$ cat src/rtl/seq_pkg.sv
// Shared types for the serial sequence path: FSM state encoding and
// bit-counter sizing helper used by the serializer and the detector bench.
package seq_pkg;

  typedef enum logic [1:0] {
    ST_IDLE   = 2'd0,
    ST_SHIFT  = 2'd1,
    ST_PARITY = 2'd2
  } seq_state_e;

  localparam int SEQ_WIDTH = 8;

  function automatic int seq_cnt_w(input int width);
    return $clog2(width + 1);
  endfunction

  localparam int SEQ_CNT_W = seq_cnt_w(SEQ_WIDTH);

endpackage

$ cat src/rtl/seq_ser_holdbuf.sv
// One-entry holding buffer with full flag; lets the next word wait
// while the shifter is still emitting the current one.
module seq_ser_holdbuf #(
  parameter int WIDTH = 8
) (
  input  logic             clk,
  input  logic             rst,
  input  logic             i_wr,
  input  logic [WIDTH-1:0] i_wdata,
  input  logic             i_rd,
  output logic             o_full,
  output logic [WIDTH-1:0] o_data
);

  logic             r_full;
  logic [WIDTH-1:0] r_data;

  always_ff @(posedge clk or posedge rst) begin
    if (rst) begin
      r_full <= 1'b0;
      r_data <= '0;
    end else if (i_wr) begin
      r_full <= 1'b1;
      r_data <= i_wdata;
    end else if (i_rd) begin
      r_full <= 1'b0;
    end
  end

  assign o_full = r_full;
  assign o_data = r_data;

endmodule

$ cat src/rtl/seq_serializer.sv
// Parallel-to-serial feed for the sequence detector, MSB first.
// Define SEQ_SER_PARITY_EN to append an even-parity bit to every word.
module seq_serializer
  import seq_pkg::*;
#(
  parameter int   WIDTH      = 8,
  parameter logic IDLE_LEVEL = 1'b0
) (
  input  logic             clk,
  input  logic             rst,
  input  logic [WIDTH-1:0] data_in,
  input  logic             load_valid,
  output logic             load_ready,
  output logic             seq_out,
  output logic             seq_valid,
  output logic             busy
);

  localparam int            CW       = seq_cnt_w(WIDTH);
  localparam logic [CW-1:0] LAST_IDX = CW'(WIDTH - 1);

  seq_state_e       r_state;
  logic [WIDTH-1:0] r_shift;
  logic [CW-1:0]    r_cnt;
  logic             r_seq_out;
  logic             r_seq_valid;

  logic             w_full;
  logic [WIDTH-1:0] w_hold_data;
  logic [WIDTH-1:0] w_word;
  logic             w_accept;
  logic             w_eow;
  logic             w_load;
  logic             w_hold_wr;
  logic             w_hold_rd;
  logic             w_stop;
  logic             w_shift;

`ifdef SEQ_SER_PARITY_EN
  logic             r_par;
  logic             w_to_par;

  assign w_eow    = (r_state == ST_PARITY);
  assign w_to_par = (r_state == ST_SHIFT) & (r_cnt == '0);
`else
  assign w_eow    = (r_state == ST_SHIFT) & (r_cnt == '0);
`endif

  assign w_accept  = load_valid & ~w_full;
  assign w_hold_rd = w_eow & w_full;
  // Buffered word has priority; a fresh word bypasses the buffer only
  // when the shifter is free at this edge.
  assign w_load    = w_hold_rd |
                     (w_accept & ((r_state == ST_IDLE) | w_eow));
  assign w_hold_wr = w_accept & ~w_load;
  assign w_word    = w_full ? w_hold_data : data_in;
  assign w_stop    = w_eow & ~w_load;
  assign w_shift   = (r_state == ST_SHIFT) & (r_cnt != '0);

  seq_ser_holdbuf #(
    .WIDTH (WIDTH)
  ) u_holdbuf (
    .clk     (clk),
    .rst     (rst),
    .i_wr    (w_hold_wr),
    .i_wdata (data_in),
    .i_rd    (w_hold_rd),
    .o_full  (w_full),
    .o_data  (w_hold_data)
  );

  always_ff @(posedge clk or posedge rst) begin
    if (rst) begin
      r_state     <= ST_IDLE;
      r_shift     <= '0;
      r_cnt       <= '0;
      r_seq_out   <= IDLE_LEVEL;
      r_seq_valid <= 1'b0;
`ifdef SEQ_SER_PARITY_EN
      r_par       <= 1'b0;
`endif
    end else begin
      unique case (1'b1)
        w_load: begin
          r_state     <= ST_SHIFT;
          r_shift     <= w_word;
          r_cnt       <= LAST_IDX;
          r_seq_out   <= w_word[WIDTH-1];
          r_seq_valid <= 1'b1;
`ifdef SEQ_SER_PARITY_EN
          r_par       <= ^w_word;
`endif
        end
`ifdef SEQ_SER_PARITY_EN
        w_to_par: begin
          r_state   <= ST_PARITY;
          r_seq_out <= r_par;
        end
`endif
        w_stop: begin
          r_state     <= ST_IDLE;
          r_seq_out   <= IDLE_LEVEL;
          r_seq_valid <= 1'b0;
        end
        w_shift: begin
          r_shift   <= {r_shift[WIDTH-2:0], 1'b0};
          r_seq_out <= r_shift[WIDTH-2];
          r_cnt     <= r_cnt - CW'(1);
        end
        default: begin
        end
      endcase
    end
  end

  assign load_ready = ~w_full;
  assign seq_out    = r_seq_out;
  assign seq_valid  = r_seq_valid;
  assign busy       = (r_state != ST_IDLE) | w_full;

endmodule

$ cat config.mk
export PLATFORM = sky130hd
export DESIGN_NAME = seq_serializer
export DESIGN_NICKNAME = d
export VERILOG_FILES = /design/src/rtl/seq_pkg.sv /design/src/rtl/seq_ser_holdbuf.sv /design/src/rtl/seq_serializer.sv
export SDC_FILE = /design/constraint.sdc
export NUM_CORES = 1
export LEC_CHECK = 0
export CORE_ASPECT_RATIO = 0.6
export CORE_MARGIN = 2
export CORE_UTILIZATION = 50
export DETAILED_ROUTE_END_ITERATION = 7
export PLACE_DENSITY_LB_ADDON = 0.12
export REMOVE_ABC_BUFFERS = 1
export SETUP_SLACK_MARGIN = 0.02
export SYNTH_ARGS = -nofsm -noshare
export SYNTH_HDL_FRONTEND = slang
export SYNTH_SLANG_ARGS = --single-unit
export TNS_END_PERCENT = 10
$ cat constraint.sdc
create_clock -name clk -period 2.4 [get_ports clk]
set_clock_uncertainty 0.2 [all_clocks]
set_input_delay 0.48 -clock clk [delete_from_list [all_inputs] [get_ports clk]]
set_output_delay 0.48 -clock clk [all_outputs]
set_load 0.05 [all_outputs]
==> flow_summary.toml <==
[global_routing]
overflow = 0
grt_pass1_vias = 677
grt_usage_pct = 18.3
antenna_found_initial = 0
grt_pass1_wl_um = 3380
grt_max_degree = 23

[clock_network]
cts-root-buf = "clkbuf_8"
cts_buffers = 3
post_cts_buffers = 0
post_cts_resize_count = 0
cts_tree = "done"
postCtsHoldBufs = 0
clk_latency_ns = 0.25
path_clk_slew_ns = 0.07
clock_sinks = 22
htree_levels = 1
clockBufferDepth = 2

[cells_and_area]
antenna_cells = 0
drive_gt1_share_pct = 26.1
final_common_cell = "dfrtp_1"
fill_cells = 179
nets = 124
fin_cells = 141
syn_to_final_growth_pct = 19.9
multi_input_area_um2 = 533
regArea_um2 = 551
final_cell_mix = "dfrtp_1, clkdlybuf4s50_1, mux2_4, mux2_2"

[worst_setup_path]
arrival_ns = 2.11
worstPathRequired_ns = 2.34
ff2ff_setup_slack_ns = 0.23
reg2reg_to = "u_holdbuf.o_data[6]"
endpoint_kind = "flip-flop"
setup.worst_path.start = "r_cnt[0]"
rr_startpoint = "r_cnt[0]"
path_class = "flip-flop to flip-flop"
cp_max_fo = 11
reg2reg_depth = 5
startpoint_type = "flip-flop"
setup.worst_path.end = "u_holdbuf.o_data[6]"

[outcome]
status = "complete, no violations"

[floorplanning]
dieArea_mm2 = 0.00270
num_rows = 13
coreArea_mm2 = 0.00216
ios = 15
start_util_pct = 52.8
chipHeight_um = 41.0
die_w_um = 65.7

[synth]
yosysWarnings = 0
yosysSeqAreaShare_pct = 48.2
synth.distinct_cells = 30
syn_avg_cell_area_um2 = 11.8
ys_seq_elements = 22
mappedNetlistArea_mm2 = 0.00114
synth_cells = 97

[route]
drt_iter0_drc = 48
drtAntennaViolNets = 0
routed_wl_um = 2140
avgViaCountPerCell = 5.43
drt_first_pass_iters = 5
drc = 0
via_count = 765
wire_per_inst_um = 15.1

[timing]
finalSetupViolations = 0
fin_crit_sh_pct = 90.2
rsz0062_at_grt = "no"
max_freq_mhz = 462
drv_slew = 0
fin_setup_tns_ns = 0
slew_headroom_pct = 66.7
worst_pin_slew_ns = 0.498
min_period_ns = 2.17
hold_violations = 0

[job]
maxCapViolations = 0

[power_and_ir_drop]
power_leakage_nw = 0.643
vdd.ir_drop.worst_mv = 0.617
power_density_mw_per_mm2 = 1110

[place]
dpl.cell_count = 137
place.detailed.hpwl_um = 1530
port_buffers = 14
gp_congestion = 0.769

[min_path]
hp-class = "flip-flop to flip-flop"
==> state kept, by name, summed over array words and instances, names as in the netlist <==
register,flops
u_holdbuf.o_data,8
r_shift,7
r_cnt,4
r_state,1
seq_out,1
u_holdbuf.o_full,1
==> metrics by stage <==
stage / util [%] / total power, W / setup WS [ns] / area (um2) / hold slack, ns
finish: 63.3 / 0.00153 / 0.235 / 1370 / 0.303
global route: 63.3 / 0.00165 / 0.101 / 1370 / 0.327
CTS: 63.3 / 0.00154 / 0.231 / 1370 / 0.302
detailed placement: 60.8 / 0.00128 / 0.210 / 1320 / 0.277
global placement: 60.8 / 0.00125 / 0.261 / 1320 / 0.280
floorplan: - / 0.00110 / 0.383 / 1100 / 0.269
==> worst min-delay path by stage <==
stage                         from                  end  slack, ns  cells after the start
2_1_floorplan                  rst             r_cnt[0]       0.27                      1
3_3_place_gp               seq_out              seq_out       0.28                      1
3_5_place_dp               seq_out              seq_out       0.28                      1
4_1_cts                    seq_out              seq_out       0.30                      1
5_1_grt        u_holdbuf.o_data[3]  u_holdbuf.o_data[3]       0.33                      1
6_report                   seq_out              seq_out       0.30                      1
==> critical path, stage by stage (launching register included) <==
cell and delay [ns]:
dfrtp_1 0.40, inv_1 0.11, ha_1 0.20, or3b_1 0.53, and3_4 0.31, mux2_4 0.31
==> area by class of cell <==
class | count | share of cell area, %
Clock buffer | 4 | 4.02
Multi-Input combinational cell | 62 | 38.9
Inverter | 5 | 1.37
Sequential cell | 22 | 40.2
Tap cell | 30 | 2.74
Timing Repair Buffer | 18 | 12.8
==> kinds of logic after synthesis <==
family          Yosys count  synth area share (%)
mux                      23                  24.5
flops                    22                  48.2
buf+inv                  13                  5.15
simple gates             18                  9.20
compound gates           19                  11.1
xor+xnor                  1                 0.767
fa+ha+maj                 1                  1.10
==> Yosys cell counts <==
cell	instances	area share (%)
a211oi_1	2	1.3
a21o_1	1	0.66
a21oi_1	2	0.88
a222oi_1	1	0.88
a2bb2oi_1	1	0.77
a31oi_1	1	0.55
and2_0	1	0.55
and3_4	1	0.99
buf_2	2	0.88
buf_6	1	0.99
clkbuf_1	5	1.6
dfrtp_1	22	48
ha_1	1	1.1
inv_1	5	1.6
mux2_2	8	7.9
mux2_4	8	11
mux2i_1	7	6.1
nand2_1	1	0.33
nand2b_1	1	0.55
nand3_1	6	2.6
nor2_1	2	0.66
nor2b_1	3	1.6
nor4_1	1	0.55
o211ai_1	1	0.66
o21ai_0	7	3.1
o2bb2ai_1	2	1.5
o31a_1	1	0.77
or2_2	1	0.55
or3b_1	1	0.77
xnor2_1	1	0.77
==> routing by layer <==
layer | global-route usage [%] | wire [um] | up-vias
met3 | 6.04 | 121 | 2
met4 | 4.69 | 12 | 0
met1 | 25.9 | 1110 | 368
li1 | - | - | 375
met5 | 0 | 0 | -
met2 | 27.0 | 895 | 20
==> power breakdown <==
part / internal (W) / switching (W) / leakage [nW]
Clock: 0.000146 / 0.000108 / 0.0288
Combinational: 0.000353 / 0.000287 / 0.346
Sequential: 0.000528 / 0.000105 / 0.268
Total: 0.00103 / 0.000500 / 0.643
Note: power is estimated with default switching activity, not from simulation.
